==> config.mk <==
export PLATFORM = sky130hd
export DESIGN_NAME = march_controller
export DESIGN_NICKNAME = d
export VERILOG_FILES = /design/src/rtl/march_pkg.sv /design/src/rtl/march_compare.sv /design/src/rtl/march_controller.sv
export SDC_FILE = /design/constraint.sdc
export NUM_CORES = 1
export LEC_CHECK = 0
export CORE_MARGIN = 10
export CORE_UTILIZATION = 45
export CTS_CLUSTER_SIZE = 12
export DETAILED_ROUTE_END_ITERATION = 7
export DONT_BUFFER_PORTS = 1
export MAX_ROUTING_LAYER = met4
export PLACE_DENSITY = 0.68
export SYNTH_ARGS = -nofsm -noshare
export SYNTH_HDL_FRONTEND = slang
export SYNTH_HIERARCHICAL = 1
export SYNTH_SLANG_ARGS = --single-unit
export TNS_END_PERCENT = 20
==> constraint.sdc <==
create_clock -name clk -period 3.15 [get_ports clk]
set_clock_uncertainty 0.05 [all_clocks]
set_input_delay 0.7875 -clock clk [delete_from_list [all_inputs] [get_ports clk]]
set_output_delay 0.7875 -clock clk [all_outputs]
set_load 0.01 [all_outputs]
==> src/rtl/march_pkg.sv <==
// March C- shared definitions: FSM states, op encoding and the element table.
// Latency: n/a (types and constant functions only).
// Backpressure: n/a.
package march_pkg;

  typedef enum logic [2:0] {
    S_IDLE   = 3'd0,
    S_PRESET = 3'd1,
    S_RUN    = 3'd2,
    S_DRAIN  = 3'd3,
    S_DONE   = 3'd4
  } state_t;

  localparam logic [2:0] ELEM_FIRST = 3'd0;
  localparam logic [2:0] ELEM_LAST  = 3'd5;

  // One memory op: write or read, plus the background bit (all-0 / all-1).
  typedef struct packed {
    logic wr;
    logic bg;
  } op_t;

  localparam op_t OP_R0 = '{wr: 1'b0, bg: 1'b0};
  localparam op_t OP_R1 = '{wr: 1'b0, bg: 1'b1};
  localparam op_t OP_W0 = '{wr: 1'b1, bg: 1'b0};
  localparam op_t OP_W1 = '{wr: 1'b1, bg: 1'b1};

  // Every element has one or two ops per address, so the op count is
  // carried as "index of the last op" in a single bit.
  typedef struct packed {
    logic up;
    logic last_op;
    op_t  op0;
    op_t  op1;
  } elem_t;

  function automatic elem_t elem_info(input logic [2:0] idx);
    elem_t e;
    case (idx)
      3'd0:    e = '{up: 1'b1, last_op: 1'b0, op0: OP_W0, op1: OP_W0};
      3'd1:    e = '{up: 1'b1, last_op: 1'b1, op0: OP_R0, op1: OP_W1};
      3'd2:    e = '{up: 1'b1, last_op: 1'b1, op0: OP_R1, op1: OP_W0};
      3'd3:    e = '{up: 1'b0, last_op: 1'b1, op0: OP_R0, op1: OP_W1};
      3'd4:    e = '{up: 1'b0, last_op: 1'b1, op0: OP_R1, op1: OP_W0};
      default: e = '{up: 1'b1, last_op: 1'b0, op0: OP_R0, op1: OP_R0};
    endcase
    return e;
  endfunction

endpackage

==> src/rtl/march_compare.sv <==
// Read-data checker: registers the expected value of each read, compares it
// against memory data one cycle later, latches the first mismatch (sticky).
// Latency: fail rises on the edge ending the cycle after mem_re. No backpressure.
// Ports: rd_vld/rd_exp/rd_elem/rd_addr describe the read issued this cycle;
//        rdata arrives the next cycle; clear wipes the sticky result.
module march_compare
  import march_pkg::*;
#(
  parameter int A_WIDTH = 4,
  parameter int D_WIDTH = 8
) (
  input  logic               clk,
  input  logic               reset,
  input  logic               clear,
  input  logic               rd_vld,
  input  logic [D_WIDTH-1:0] rd_exp,
  input  logic [2:0]         rd_elem,
  input  logic [A_WIDTH-1:0] rd_addr,
  input  logic [D_WIDTH-1:0] rdata,
  output logic               fail,
  output logic [2:0]         fail_element,
  output logic [A_WIDTH-1:0] fail_addr
);

  logic               pend_vld;
  logic [D_WIDTH-1:0] pend_exp;
  logic [2:0]         pend_elem;
  logic [A_WIDTH-1:0] pend_addr;
  logic               mismatch;

  assign mismatch = pend_vld && (rdata != pend_exp);

  always_ff @(posedge clk or negedge reset) begin
    if (!reset) begin
      pend_vld  <= 1'b0;
      pend_exp  <= '0;
      pend_elem <= '0;
      pend_addr <= '0;
    end else begin
      pend_vld  <= rd_vld;
      pend_exp  <= rd_exp;
      pend_elem <= rd_elem;
      pend_addr <= rd_addr;
    end
  end

  // Only the first mismatch is recorded; later ones leave the capture alone.
  always_ff @(posedge clk or negedge reset) begin
    if (!reset) begin
      fail         <= 1'b0;
      fail_element <= '0;
      fail_addr    <= '0;
    end else if (clear) begin
      fail         <= 1'b0;
      fail_element <= '0;
      fail_addr    <= '0;
    end else if (mismatch && !fail) begin
      fail         <= 1'b1;
      fail_element <= pend_elem;
      fail_addr    <= pend_addr;
    end
  end

endmodule

==> src/rtl/march_controller.sv <==
// March C- sequencer: drives address_generator, issues one memory op per cycle.
// Latency: done rises 10*N+7 edges after start is sampled. No backpressure; start ignored while busy.
// Ports: start in; addr_en/up_down/preset out, addr_carry/addr_in in; mem_we/re/wdata out,
//        mem_rdata in; busy/done/fail/fail_element/fail_addr status out.
module march_controller
  import march_pkg::*;
#(
  parameter int A_WIDTH = 4,
  parameter int D_WIDTH = 8
) (
  input  logic               clk,
  input  logic               reset,
  input  logic               start,
  output logic               addr_en,
  output logic               addr_up_down,
  output logic               addr_preset,
  input  logic               addr_carry,
  input  logic [A_WIDTH-1:0] addr_in,
  output logic               mem_we,
  output logic               mem_re,
  output logic [D_WIDTH-1:0] mem_wdata,
  input  logic [D_WIDTH-1:0] mem_rdata,
  output logic               busy,
  output logic               done,
  output logic               fail,
  output logic [2:0]         fail_element,
  output logic [A_WIDTH-1:0] fail_addr
);

  state_t             state;
  state_t             state_nxt;
  logic [2:0]         elem_idx;
  logic               op_idx;
  elem_t              cur;
  op_t                cur_op;
  logic               last_op;
  logic               start_ok;
  logic               rd_vld;
  logic [D_WIDTH-1:0] rd_exp;

  assign cur      = elem_info(elem_idx);
  assign cur_op   = op_idx ? cur.op1 : cur.op0;
  assign last_op  = (op_idx == cur.last_op);
  assign start_ok = ((state == S_IDLE) || (state == S_DONE)) && start;

  always_ff @(posedge clk or negedge reset) begin
    if (!reset) state <= S_IDLE;
    else        state <= state_nxt;
  end

  always_comb begin
    state_nxt = state;
    case (state)
      S_IDLE, S_DONE: if (start) state_nxt = S_PRESET;
      S_PRESET:       state_nxt = S_RUN;
      S_RUN: begin
        if (last_op && addr_carry)
          state_nxt = (elem_idx == ELEM_LAST) ? S_DRAIN : S_PRESET;
      end
      S_DRAIN:        state_nxt = S_DONE;
      default:        state_nxt = S_IDLE;
    endcase
  end

  // Element / op counters. The element index advances on the final op of the
  // final address, so it already points at the next element during PRESET.
  always_ff @(posedge clk or negedge reset) begin
    if (!reset) begin
      elem_idx <= ELEM_FIRST;
      op_idx   <= 1'b0;
    end else if (start_ok) begin
      elem_idx <= ELEM_FIRST;
      op_idx   <= 1'b0;
    end else if (state == S_RUN) begin
      if (last_op) begin
        op_idx <= 1'b0;
        if (addr_carry && (elem_idx != ELEM_LAST))
          elem_idx <= elem_idx + 3'd1;
      end else begin
        op_idx <= 1'b1;
      end
    end
  end

  always_comb begin
    addr_en      = 1'b0;
    addr_up_down = 1'b1;
    addr_preset  = 1'b0;
    mem_we       = 1'b0;
    mem_re       = 1'b0;
    mem_wdata    = '0;
    busy         = 1'b0;
    done         = 1'b0;
    rd_vld       = 1'b0;
    rd_exp       = {D_WIDTH{cur_op.bg}};
    case (state)
      S_PRESET: begin
        busy         = 1'b1;
        addr_preset  = 1'b1;
        addr_up_down = cur.up;
      end
      S_RUN: begin
        busy         = 1'b1;
        addr_up_down = cur.up;
        // Step only after the last op of an address, and never past the end:
        // the next element's PRESET reloads the generator instead.
        addr_en      = last_op && !addr_carry;
        if (cur_op.wr) begin
          mem_we    = 1'b1;
          mem_wdata = {D_WIDTH{cur_op.bg}};
        end else begin
          mem_re = 1'b1;
          rd_vld = 1'b1;
        end
      end
      S_DRAIN: busy = 1'b1;
      S_DONE:  done = 1'b1;
      default: ;
    endcase
  end

  march_compare #(
    .A_WIDTH (A_WIDTH),
    .D_WIDTH (D_WIDTH)
  ) u_compare (
    .clk          (clk),
    .reset        (reset),
    .clear        (start_ok),
    .rd_vld       (rd_vld),
    .rd_exp       (rd_exp),
    .rd_elem      (elem_idx),
    .rd_addr      (addr_in),
    .rdata        (mem_rdata),
    .fail         (fail),
    .fail_element (fail_element),
    .fail_addr    (fail_addr)
  );

endmodule

==> qor.txt, run 1 <==
Die Span Y: 78.5 µm
Net count after synthesis: 156
Worst-path clk slew: 0.10 ns
Final setup vio count: 0
CTS tree: done
MaxCap Viol Count: 0
Seq/Total Area, Yosys: 0.503
Clk pwr share: 0.169
Int Pwr: 0.787 mW
Total track usage: 0.101
Final wirelength: 2810 µm
Worst hold path class: input pin to async pin
Synth area leaders: dfrtp_1 (50%), nand2b_1 (6.1%), mux2i_1 (4.5%), xor2_1 (4.5%), ha_1 (4.1%)
Static leakage: 0.688 nW
Register bit total from synthesis: 31
Final setup TNS: 0 ns
Net Sw Power: 0.505 mW
Synthesized area per cell: 11.4 µm²
CP Class: flip-flop to primary output
Netlist cell types: 40
Sequential share of power: 0.455
Main flop type after synthesis: dfrtp_1
Worst slew pin tran: 0.655 ns
Max_slew headroom: 0.562
WP data required: 2.31 ns
Die Width: 78.5 µm
Layout Nets: 154
Layout area overhead: 4.22%
Setup crit start kind: flip-flop
Worst IR drop on VDD: 0.320 mV
Cts bufs inserted: 5
PortBufs: 0
Root Driver: clkbuf_4
Vias in the first global route: 922
Pre-antenna DRT Iters: 4
Path depth of the worst reg2reg path: 6
Starting density of the core: 0.466
Post-CTS Setup Bufs: 0
Unrepaired setup endpoints after global routing: false
Crit path max fanout: 6
P per Cell Area: 804 mW/mm²
Final min period: 2.95 ns
Combinational group share of total power: 0.376
DRC Markers: 0
Clk sinks: 31
Cell count after synthesis: 135
Per-cell routed wire length: 15.6 µm
Initial antenna violation count: 0
Achievable frequency: 339 MHz
Warnings from Yosys: 6
H-tree Lvls: 2
Post-synth top area share: 0.503
Global-route wire length before repair: 4840 µm
Clock latency on the worst-skew pair: 0.33 ns
Syn Std Cell Area: 0.00154 mm²
Die area: 0.00617 mm²
Core box area: 0.00331 mm²
Initial detailed-routing violation count: 52
Total number of vias: 956
Outcome: complete, no violations
Period Utilization, post-route: 0.936
Async SR Flop Fraction: 1.00
Switching power share of the total: 0.391
I/O pin cnt: 39
Setup crit end kind: primary output
Worst EP arrival: 2.11 ns
EDFF count, synth: 0
Final Max Slew Viols: 0
Gr ovfl total: 0
Area leader, netlist: dfrtp_1
Row count: 21
Util after Layout: 0.485
DRT antenna net count: 0
Longest Clk Path Bufs: 2
Vias per Instance: 5.31
RePlAce Congestion: 0.841
Layout cells sized above 1: 0.164
Endpoints failing hold: 0
HPWL Detailed: 2140 µm
Diodes inserted: 0
Largest net degree at the start of global routing: 32
==> flip-flops by register name (all words and copies together) (netlist names) <==
register                count
u_compare/pend_exp          8
u_compare/fail_addr         4
u_compare/pend_addr         4
elem_idx                    3
state                       3
u_compare/fail_element      3
u_compare/pend_elem         3
op_idx                      1
u_compare/fail              1
u_compare/pend_vld          1
==> power by group through the flow <==
stage                     Sequential, mW  Clock (mW)  Combinational (mW)
after floorplan                    0.569           0               0.430
after global placement             0.589           0               0.471
after detailed placement           0.597           0               0.489
after CTS                          0.589       0.228               0.490
after global routing               0.604       0.245               0.544
final                              0.588       0.218               0.486
==> metal layers <==
| layer | GRT usage | wire (µm) | up-vias |
|---|---|---|---|
| li1 | - | - | 458 |
| met1 | 0.115 | 1130 | 456 |
| met2 | 0.148 | 1380 | 36 |
| met3 | 0.0456 | 235 | 6 |
| met4 | 0.0484 | 62 | 0 |
| met5 | - | 0 | - |
==> kinds of logic (layout without fill, tap and decap cells) <==
logic type / Yosys count / in the layout / synth area share
and+or+nand+nor: 45 / 45 / 0.199
adders and majority gates: 5 / 5 / 0.0406
buffers and inverters: 16 / 15 / 0.0617
xor gates and xnor gates: 8 / 8 / 0.0455
DFF: 31 / 31 / 0.503
muxes: 7 / 7 / 0.0455
AOI/OAI and AO/OA: 23 / 23 / 0.105
==> per-stage QoR <==
| step | std cells | total power [mW] | setup WS [ns] | area [µm²] | hold WS (ns) |
|---|---|---|---|---|---|
| 2_1_floorplan | 135 | 0.999 | 0.324 | 1540 | 0.324 |
| 3_3_place_gp | 172 | 1.06 | 0.598 | 1550 | 0.385 |
| 3_5_place_dp | 172 | 1.09 | 0.536 | 1550 | 0.395 |
| 4_1_cts | 180 | 1.31 | 0.150 | 1600 | 0.0666 |
| 5_1_grt | 180 | 1.39 | 0.00525 | 1610 | 0.0519 |
| 6_report | 180 | 1.29 | 0.203 | 1610 | 0.0809 |
==> synth_stat cells (all sizes together) (5+ instances only) <==
| master | count |
|---|---|
| dfrtp | 31 |
| nand2b | 15 |
| buf | 8 |
| xor2 | 8 |
| mux2i | 7 |
| a21oi | 5 |
| ha | 5 |
| inv | 5 |
| nand2 | 5 |
| nor2 | 5 |
| nor4 | 5 |
| o21ai | 5 |
==> critical path, cell delays in order (launching register included) <==
cell and delay [ns]:
dfrtp_1 0.43, inv_1 0.11, ha_1 0.29, nor4_4 0.38, nor3_2 0.14, nor4_1 0.44
==> worst paths after layout <==
| check | start | end | slack (ns) |
|---|---|---|---|
| worst max-delay path | elem_idx[0] | addr_en | 0.20 |
| worst min-delay path | reset | u_compare/fail | 0.08 |
| worst max register to register | elem_idx[0] | elem_idx[2] | 1.07 |
| worst min register to register | elem_idx[1] | u_compare/pend_elem[1] | 0.41 |
| max in group asynchronous | reset | u_compare/pend_exp[0] | 2.88 |
| min in group clk | elem_idx[1] | u_compare/pend_elem[1] | 0.41 |
==> cell usage in the layout, fill, tap and decap left out, types with 2 or more instances in the layout <==
master / synthesis / layout
mux2i_1: 7 / 7
clkbuf_4: 0 / 5
nand2b_1: 15 / 15
ha_1: 5 / 4
nor4_2: 2 / 2
nor2_1: 5 / 5
inv_1: 5 / 5
and3_1: 2 / 2
o31ai_1: 3 / 3
o21ai_0: 5 / 5
nand4_1: 3 / 3
nor4_1: 2 / 2
nand2_1: 5 / 5
xor2_1: 8 / 8
and2_1: 2 / 2
dfrtp_1: 31 / 31
a21oi_1: 4 / 4
==> area by class of cell <==
| type | count | area (µm²) |
|---|---|---|
| tap | 46 | 57.6 |
| inverter | 5 | 18.8 |
| fill | 308 | 1700 |
| clock buffer | 6 | 41.3 |
| sequential | 31 | 776 |
| multi-input combinational | 88 | 673 |
| timing repair buffer | 2 | 27.5 |
| clock inverter | 2 | 12.5 |
==> what timing repair did <==
| item | CTS | global route |
|---|---|---|
| endpoints found under the setup margin | 0 | 8 |
| gates resized for setup | 0 | 1 |
| hold buffers | 0 | 0 |
Note: power is estimated with default switching activity, not from simulation.
==> run 2: changes to the inputs <==
--- a/constraint.sdc
+++ b/constraint.sdc
@@ -3,3 +3,3 @@
 set_input_delay 0.7875 -clock clk [delete_from_list [all_inputs] [get_ports clk]]
 set_output_delay 0.7875 -clock clk [all_outputs]
-set_load 0.01 [all_outputs]
+set_load 0.02 [all_outputs]
==> run 2 against run 1 <==
Fmax shrank 1.3%. Sequential power increased by 3%. Via count shrank 0.73%. Non-clock buffer count rose by 2. Global-route usage down 0.27 points. Largest cell class unchanged.
==> qor.txt, run 2 (synthesis gave the netlist of run 1 again) <==
Outcome: complete, no violations
RePlAce Congestion: 0.806 (-4.2%)
Layout area overhead: 5.28%
Grt peak-use layer: met2
Core box area: 0.00331 mm² (unchanged)
Design Area, Final: 0.00162 mm² (+1.0%)
Layout cells sized above 1: 0.184 (+0.0196)
Global-route wire length before repair: 4520 µm (-6.6%)
Commonest cells after routing, fill and taps aside: dfrtp_1 (31), nand2b_1 (15), xor2_1 (8), mux2i_1 (7)
Worst IR drop on VDD: 0.253 mV (-21%)
I/O pin cnt: 39 (unchanged)
PortBufs: 0 (unchanged)
Per-cell routed wire length: 15.3 µm (-1.8%)
Hold Slack: 0.0838 ns (+0.00289 ns)
Row count: 21 (unchanged)
Die Span Y: 78.5 µm (unchanged)
Worst slew pin tran: 0.685 ns (+0.0303 ns)
Cell Count, Final, Fillers Out: 182 (+1.1%)
Met2 usage: 0.148 (unchanged)
Placed cell count: 174 (+1.2%)
Endpoints failing hold: 0 (unchanged)
Fillcell total: 321 (+4.2%)
Largest net degree at the start of global routing: 32 (unchanged)
CTS Hold Bufs: 0 (unchanged)
H-tree Lvls: 2 (unchanged)
MaxCap Viol Count: 0 (unchanged)
Total number of vias: 949 (-0.73%)
Worst-path clk slew: 0.10 ns (about the same)
Setup crit start kind: flip-flop
Total track usage: 0.0983 (-0.00266)
Final setup vio count: 0 (unchanged)
Biggest regs: u_compare/pend_exp: 8 flops, u_compare/fail_addr: 4 flops, u_compare/pend_addr: 4 flops
Initial detailed-routing violation count: 54 (+3.8%)
Final Max Slew Viols: 0 (unchanged)
P per Cell Area: 836 mW/mm² (+4.0%)
WP data required: 2.31 ns (about the same)
DRT antenna net count: 0 (unchanged)
Diodes inserted: 0 (unchanged)
Die area: 0.00617 mm² (unchanged)
Clock latency on the worst-skew pair: 0.33 ns (about the same)
Util after Layout: 0.490 (+0.00491)
Placed cell area: 0.00157 mm² (+1.0%)
Layout Nets: 156 (+1.3%)
Initial antenna violation count: 0 (unchanged)
Worst hold path class: input pin to async pin
CP Class: flip-flop to primary output
Pre-antenna DRT Iters: 4 (unchanged)
Max reg flops: 8 (unchanged)
GR Util met1: 0.0981 (-0.0169)
Global Route met3 Usage: 0.0513 (+0.00569)
CTS tree: done
Register area: 776 µm² (unchanged)
Unrepaired setup endpoints after global routing: false
Setup crit end kind: primary output
Gr ovfl total: 0 (unchanged)
Crit path max fanout: 8 (+2)
Longest Clk Path Bufs: 2 (unchanged)
Final min period: 2.99 ns (+0.0387 ns)
Most common cell after layout, fill and taps aside: dfrtp_1
Final worst slack: 0.164 ns (-0.0387 ns)
Period Utilization, post-route: 0.948 (+0.0123)
Biggest register: u_compare/pend_exp
Vias per Instance: 5.21 (-1.8%)
Final setup TNS: 0 ns (unchanged)
Worst EP arrival: 2.15 ns (+0.04 ns)
Vias in the first global route: 921 (-0.11%)
HPWL Detailed: 2120 µm (-1.0%)
Total power draw: 1.36 mW (+5.0%)
Multi-input logic area: 674 µm² (+0.19%)
Achievable frequency: 335 MHz (-1.3%)
DRC Markers: 0 (unchanged)
Cts bufs inserted: 5 (unchanged)
Clk sinks: 31 (unchanged)
Die Width: 78.5 µm (unchanged)
Starting density of the core: 0.466 (unchanged)
Root Driver: clkbuf_4
Static leakage: 0.698 nW (+1.5%)
Worst slack, placed: 0.498 ns (-0.0380 ns)
Max_slew headroom: 0.538 (-0.0241)
Final wirelength: 2790 µm (-0.71%)
run 2: worst paths after layout:
check	end	from	cells past startpoint	slack, ns
hold / removal	u_compare/fail_addr[3]	reset	0	0.08
max in group asynchronous	u_compare/pend_exp[4]	reset	0	2.87
min in group clk	u_compare/pend_addr[3]	addr_in[3]	0	0.42
setup reg to reg	elem_idx[2]	elem_idx[0]	6	1.09
setup / recovery	mem_wdata[1]	elem_idx[0]	6	0.16
hold reg to reg	u_compare/pend_elem[1]	elem_idx[1]	0	0.43
run 2: critical path, stage by stage (launching register included):
cell and delay [ns]:
dfrtp_1 0.43, inv_1 0.10, ha_1 0.29, o311ai_0 0.41
nand2_1 0.14, and3_2 0.26, buf_12 0.19
run 2: area by class of cell:
cell class | instances | area share
clock buffers | 6 | 0.0254
clock inverters | 2 | 0.00771
inverters | 5 | 0.0116
multi-input cells | 88 | 0.416
flip-flops and latches | 31 | 0.478
well taps | 46 | 0.0355
repair buffers | 4 | 0.0262
run 2: where the power goes:
part           internal (mW)  switching, mW  total (mW)  leakage (nW)
clock network         0.0859          0.131       0.217        0.0282
registers              0.497          0.106       0.603         0.410
logic                  0.216          0.321       0.537         0.259
total                  0.799          0.558        1.36         0.698
run 2: layer usage:
metal,up-vias,wire (µm)
met5,-,0
met1,452,1080
met4,0,82
li1,465,-
met3,6,264
met2,26,1360
run 2: what timing repair did:
action                     CTS  global route
setup buffers                0             0
gates resized for setup      0             1
setup endpoints to repair    0             8
